File: src/rtl/apb_pkg.sv
// -----------------------------------------------------------------------------
// apb_pkg
// Shared definitions for the APB blocks: the initiator FSM state encoding,
// transfer direction constants and default bus widths / timeout.
// No ports (package).
// -----------------------------------------------------------------------------
package apb_pkg;

    typedef enum logic [1:0] {
        IDLE   = 2'd0,
        SETUP  = 2'd1,
        ACCESS = 2'd2
    } apb_state_e;

    localparam logic APB_READ  = 1'b0;
    localparam logic APB_WRITE = 1'b1;

    localparam int APB_ADDR_W_DEF  = 2;
    localparam int APB_DATA_W_DEF  = 8;
    localparam int APB_TIMEOUT_DEF = 16;

endpackage : apb_pkg

File: src/rtl/apb_wait_timer.sv
// -----------------------------------------------------------------------------
// apb_wait_timer
// Counts ACCESS cycles in which the slave holds pready low and flags the
// terminal count TIMEOUT-1, at which the initiator aborts the transfer.
// Ports:
//   clk_i  : clock, rising edge
//   rst_i  : synchronous active-high reset
//   clr_i  : clear the count (asserted on the cycle before ACCESS is entered)
//   en_i   : increment (stalled ACCESS cycle)
//   tc_o   : count equals TIMEOUT-1
// -----------------------------------------------------------------------------
module apb_wait_timer
    import apb_pkg::*;
#(
    parameter int TIMEOUT = APB_TIMEOUT_DEF
) (
    input  logic clk_i,
    input  logic rst_i,
    input  logic clr_i,
    input  logic en_i,
    output logic tc_o
);

    localparam int              CW     = (TIMEOUT <= 2) ? 1 : $clog2(TIMEOUT);
    localparam logic [CW-1:0]   TC_VAL = CW'(TIMEOUT - 1);

    logic [CW-1:0] cnt_q;

    // Stall counter; holds at the terminal count so it can never wrap.
    always_ff @(posedge clk_i) begin
        if (rst_i) begin
            cnt_q <= '0;
        end else if (clr_i) begin
            cnt_q <= '0;
        end else if (en_i && (cnt_q != TC_VAL)) begin
            cnt_q <= cnt_q + CW'(1);
        end else begin
            cnt_q <= cnt_q;
        end
    end

    assign tc_o = (cnt_q == TC_VAL);

endmodule : apb_wait_timer

File: src/rtl/apb_master_bridge.sv
// -----------------------------------------------------------------------------
// apb_master_bridge
// APB initiator: turns a valid/ready command into an APB SETUP/ACCESS transfer
// and reports completion on a one-cycle registered response strobe. One
// transfer outstanding; a new command may be accepted on the completion cycle
// so that SETUP follows ACCESS directly with psel held high.
// Ports:
//   pclk, preset           : clock, synchronous active-high reset
//   cmd_valid/cmd_ready    : command handshake (cmd_ready is combinational)
//   cmd_write/addr/wdata   : command payload
//   rsp_valid/rdata/err/timeout : registered response, valid for one cycle
//   psel/penable/paddr/pwrite/pwdata : APB request (registered)
//   prdata/pready/pslverr  : APB slave response
// -----------------------------------------------------------------------------
module apb_master_bridge
    import apb_pkg::*;
#(
    parameter int ADDR_W  = APB_ADDR_W_DEF,
    parameter int DATA_W  = APB_DATA_W_DEF,
    parameter int TIMEOUT = APB_TIMEOUT_DEF
) (
    input  logic              pclk,
    input  logic              preset,
    input  logic              cmd_valid,
    output logic              cmd_ready,
    input  logic              cmd_write,
    input  logic [ADDR_W-1:0] cmd_addr,
    input  logic [DATA_W-1:0] cmd_wdata,
    output logic              rsp_valid,
    output logic [DATA_W-1:0] rsp_rdata,
    output logic              rsp_err,
    output logic              rsp_timeout,
    output logic              psel,
    output logic              penable,
    output logic [ADDR_W-1:0] paddr,
    output logic              pwrite,
    output logic [DATA_W-1:0] pwdata,
    input  logic [DATA_W-1:0] prdata,
    input  logic              pready,
    input  logic              pslverr
);

    apb_state_e        state_q;
    logic              psel_q;
    logic              penable_q;
    logic [ADDR_W-1:0] paddr_q;
    logic              pwrite_q;
    logic [DATA_W-1:0] pwdata_q;

    logic              rsp_valid_q;
    logic [DATA_W-1:0] rsp_rdata_q;
    logic              rsp_err_q;
    logic              rsp_timeout_q;

    logic [DATA_W-1:0] rsp_rdata_d;
    logic              rsp_err_d;

    logic              tc;
    logic              in_access;
    logic              done;
    logic              abort;
    logic              accept;

    // pready has priority over the terminal count: abort only when still stalled.
    assign in_access = (state_q == ACCESS);
    assign done      = in_access & (pready | tc);
    assign abort     = in_access & ~pready & tc;
    assign cmd_ready = (state_q == IDLE) | done;
    assign accept    = cmd_valid & cmd_ready;

    apb_wait_timer #(
        .TIMEOUT (TIMEOUT)
    ) u_wait_timer (
        .clk_i (pclk),
        .rst_i (preset),
        .clr_i (state_q == SETUP),
        .en_i  (in_access & ~pready),
        .tc_o  (tc)
    );

    // Response payload for the completion cycle; prdata/pslverr are ignored otherwise.
    always_comb begin
        rsp_rdata_d = '0;
        rsp_err_d   = 1'b0;
        if (done && pready && (pwrite_q == APB_READ)) begin
            rsp_rdata_d = prdata;
        end else begin
            rsp_rdata_d = '0;
        end
        if (done) begin
            rsp_err_d = (pready & pslverr) | abort;
        end else begin
            rsp_err_d = 1'b0;
        end
    end

    // Transfer FSM with registered APB outputs and response strobe.
    always_ff @(posedge pclk) begin
        if (preset) begin
            state_q       <= IDLE;
            psel_q        <= 1'b0;
            penable_q     <= 1'b0;
            paddr_q       <= '0;
            pwrite_q      <= 1'b0;
            pwdata_q      <= '0;
            rsp_valid_q   <= 1'b0;
            rsp_rdata_q   <= '0;
            rsp_err_q     <= 1'b0;
            rsp_timeout_q <= 1'b0;
        end else begin
            rsp_valid_q   <= done;
            rsp_rdata_q   <= rsp_rdata_d;
            rsp_err_q     <= rsp_err_d;
            rsp_timeout_q <= abort;
            case (state_q)
                IDLE: begin
                    if (accept) begin
                        paddr_q   <= cmd_addr;
                        pwrite_q  <= cmd_write;
                        pwdata_q  <= cmd_wdata;
                        psel_q    <= 1'b1;
                        penable_q <= 1'b0;
                        state_q   <= SETUP;
                    end
                end
                SETUP: begin
                    psel_q    <= 1'b1;
                    penable_q <= 1'b1;
                    state_q   <= ACCESS;
                end
                ACCESS: begin
                    if (done) begin
                        if (accept) begin
                            // Chain straight into the next SETUP; psel stays high.
                            paddr_q   <= cmd_addr;
                            pwrite_q  <= cmd_write;
                            pwdata_q  <= cmd_wdata;
                            psel_q    <= 1'b1;
                            penable_q <= 1'b0;
                            state_q   <= SETUP;
                        end else begin
                            psel_q    <= 1'b0;
                            penable_q <= 1'b0;
                            state_q   <= IDLE;
                        end
                    end
                end
                default: begin
                    psel_q    <= 1'b0;
                    penable_q <= 1'b0;
                    state_q   <= IDLE;
                end
            endcase
        end
    end

    assign psel        = psel_q;
    assign penable     = penable_q;
    assign paddr       = paddr_q;
    assign pwrite      = pwrite_q;
    assign pwdata      = pwdata_q;
    assign rsp_valid   = rsp_valid_q;
    assign rsp_rdata   = rsp_rdata_q;
    assign rsp_err     = rsp_err_q;
    assign rsp_timeout = rsp_timeout_q;

endmodule : apb_master_bridge

File: config.mk
export PLATFORM = sky130hd
export DESIGN_NAME = apb_master_bridge
export DESIGN_NICKNAME = d
export VERILOG_FILES = /design/src/rtl/apb_pkg.sv /design/src/rtl/apb_wait_timer.sv /design/src/rtl/apb_master_bridge.sv
export SDC_FILE = /design/constraint.sdc
export NUM_CORES = 1
export LEC_CHECK = 0
export BUFFER_PORTS_ARGS = -buffer_cell sky130_fd_sc_hd__buf_2
export CAP_MARGIN = 20
export CORE_MARGIN = 3
export CORE_UTILIZATION = 48
export CTS_BUF_LIST = sky130_fd_sc_hd__clkbuf_2 sky130_fd_sc_hd__clkbuf_4 sky130_fd_sc_hd__clkbuf_8
export CTS_CLUSTER_SIZE = 10
export DETAILED_ROUTE_END_ITERATION = 8
export PLACE_DENSITY = 0.8
export SLEW_MARGIN = 20
export SYNTH_ARGS = -nofsm -noshare
export SYNTH_HDL_FRONTEND = slang
export SYNTH_HIERARCHICAL = 1
export SYNTH_SLANG_ARGS = --single-unit
File: constraint.sdc
create_clock -name pclk -period 2 [get_ports pclk]
set_input_delay 0.5 -clock pclk [delete_from_list [all_inputs] [get_ports pclk]]
set_output_delay 0.5 -clock pclk [all_outputs]
set_load 0.02 [all_outputs]
==> summary.txt <==
Status
  • Status: finished, final reports clean

Timing
  • Worst-Margin Slew: 392 ps
  • Minimum clock period: about 1900 ps
  • Period utilisation layout: a little over nine tenths
  • Slew Limit Fails: 0
  • Hold Vio Cnt, Final: 0
  • RSZ-0062 raised after global routing: no
  • Clock skew: between 6 and 7 ps
  • Fmax: around 0.53 GHz
  • Max-slew headroom: 73.8%
  • Final setup viols: 0
  • Sum Neg Setup Slack: 0 ps

Yosys
  • Synth Warn #: 6
  • Cell taking the most area after synthesis: dfxtp_1
  • Top cells by area, synth: dfxtp_1 50%, nand2b_1 13%, mux2i_1 9.5%
  • Post-Syn Instances: 112
  • #FFs+latches synth: 29
  • Ys async rst share: 0%
  • Top cells by count, synth: 29 x dfxtp_1, 24 x nand2b_1, 11 x mux2i_1, 8 x and2_1, 6 x nor2_1
  • Avg Inst Size Synth: 10.4 µm²
  • Cell Area, Synth: roughly 1200 µm²
  • Most frequent cell after synthesis: dfxtp_1
  • Sequential share of the synthesized area: between 50% and 60%
  • Net Count, Synth: about 140
  • Netlist cell types: 28
  • Synth top area share: 50.0%
  • EDFF count, synth: 0
  • Dominant synthesized flop cell: dfxtp_1

Clock tree
  • CTS tree: done
  • Clk Latency, worst-skew pair: 310 ps
  • Clk slew on worst S/H paths: 80 ps
  • Max Buffers Root-to-Sink: 2
  • CTS Buf Count: 5
  • H-tree depth: 2
  • Clock sink total: 29
  • Cell at the root of the clock tree: clkbuf_4
  • Hold buffer count at cts: 0

Detailed routing
  • Pre-antenna DRT Iters: 4
  • Met2 WL post-DR: 1220 µm
  • Post-Route WL: about 2400 µm
  • M1 wire length: 1000 µm
  • Wirelength per Cell: around 12 µm
  • DR vias/cell: between 4 and 5
  • Post-route DRC: 0
  • Routed Antenna Nets: 0
  • Vias: approximately 960
  • Max layer used: met4
  • 1st-iter DRT viols: 12
  • Wire length on met3: between 150 and 200 µm

Worst setup path
  • Critical path class: reg2out
  • Setup crit end kind: output pin
  • Startpoint Class: flip-flop
  • Crit path DAT: about 1400 ps
  • Worst path required time: about 1500 ps
  • Critical Path Fanout Max: 3

Place
  • Gp weighted congestion: approximately 0.76
  • Post-detail-place hpwl: ~1900 µm
  • I/O Buffers: 48

Global route
  • Global-route wire length before repair: around 3500 µm
  • Initial antenna violation count: 0
  • GRT Util Overall: about 17%
  • Vias in the first global route: just under 900
  • Largest net degree at the start of global routing: 28
  • Total gr overflow: 0

Cells and area
  • Multi-input gate area: 567 µm²
  • Synthesis-to-layout area growth: 31.8%
  • Filler cell count: 208
  • Final nets: a little under 200
  • Post-Route Utilization: about two thirds
  • Reg area: a little under 600 µm²
  • Antenna cells: 0
  • Layout cells sized above 1: between 40% and 50%

Floorplan
  • Placeable core area: about 2300 µm²
  • Die Area: 3050 µm²
  • Initial Util: 51.5%
  • I/O pins: 49
  • Die height: around 55 µm
  • Die Wd: ~55 µm
  • Row count: 17

Run
  • Max Cap Viol: 0

Pwr
  • Max IR drop VDD: about 440 µV
  • Power per cell area: ~730 nW/µm²
  • Total power: between 1 and 1.5 mW
  • P_leak: between 0.7 and 0.8 nW

Worst hold path
  • Worst Hold Class: in2reg
## per-stage QoR
stage	hold slack, ps	setup slack [ps]	instances	area [µm²]
2_1_floorplan	459	293	112	1160
3_3_place_gp	454	368	188	1440
3_5_place_dp	459	267	188	1440
4_1_cts	379	46.6	196	1520
5_1_grt	382	22.1	196	1530
6_report	389	105	196	1530
## layer usage
| layer | global-route usage (%) | vias up |
|---|---|---|
| met4 | 10.1 | 0 |
| met1 | 17.8 | 426 |
| met3 | 5.90 | 7 |
| li1 | - | 488 |
| met2 | 28.5 | 36 |
| met5 | 0 | - |
## worst max-delay path, stage by stage, from the launching register on
cell	delay, ps
dfxtp_2	380
ha_4	150
nand3_2	100
inv_2	80
nor2_1	50
a21oi_1	160
buf_4	160
## report_power, final
part | total, mW | switching, mW | internal [mW]
clock | 0.360 | 0.181 | 0.179
combinational | 0.150 | 0.0799 | 0.0702
sequential | 0.613 | 0.0148 | 0.598
total | 1.12 | 0.276 | 0.848
## cell families (layout without fill, tap and decap cells)
kind of cell | Yosys count | in the layout | synth area share [%]
and+or+nand+nor | 52 | 52 | 28.3
DFF | 29 | 29 | 50.0
AOI/OAI and AO/OA | 13 | 13 | 8.84
muxes | 11 | 11 | 9.48
buffers and inverters | 6 | 62 | 2.26
adders and majority gates | 1 | 1 | 1.08
## timing repair
action / CTS / global route
resized for setup: 4 / 2
setup endpoints to repair: 1 / 1
buffers inserted: 1 / 0
## final cells by class
class	count	share of cell area, %
sequential	29	38.3
multi-input combinational	77	37.0
timing repair buffer	52	17.8
clock buffer	7	3.84
tap	28	2.29
inverter	3	0.736
## placed cells by master, fill, tap and decap left out
cell type	Yosys	layout
buf_2	0	47
dfxtp_1	29	27
nand2b_1	24	24
mux2i_1	11	11
and2_1	8	8
nor2_1	6	6
clkbuf_4	0	6
a21oi_1	5	5
buf_4	1	5
nor2b_1	3	3
nand2_1	3	3
inv_1	2	2
nand4b_1	2	2
and2b_1	1	1
or3b_4	1	1
nor3b_4	1	1
o21bai_1	1	1
o2bb2ai_1	1	1
a221oi_1	1	1
clkbuf_8	0	1
nand3_2	1	1
inv_2	1	1
o211ai_1	1	1
nand4_1	1	1
o211ai_2	1	1
o41ai_2	1	1
nand3_1	1	1
o21ai_2	1	1
a21boi_1	1	1
ha_4	0	1
dfxtp_4	0	1
dfxtp_2	0	1
## sequential cells by signal (all words and copies together) (netlist names)
register	count
pwdata	8
rsp_rdata	8
u_wait_timer/cnt_q	4
paddr	2
penable	1
psel	1
pwrite	1
rsp_err	1
rsp_timeout	1
rsp_valid	1
state_q	1
## final timing paths
check	from	end	depth (start not counted)	slack (ps)
worst max-delay path	u_wait_timer/cnt_q[1]$_SDFFE_PP0P_	cmd_ready	6	100
worst min-delay path	prdata[1]	rsp_rdata[1]$_SDFF_PP0_	2	390
worst max register to register	penable$_SDFFE_PP0P_	u_wait_timer/cnt_q[3]$_SDFFE_PP0P_	5	380
worst min register to register	paddr[1]$_SDFFE_PP0P_	paddr[1]$_SDFFE_PP0P_	2	470
Power figures use the tool's default switching activity.
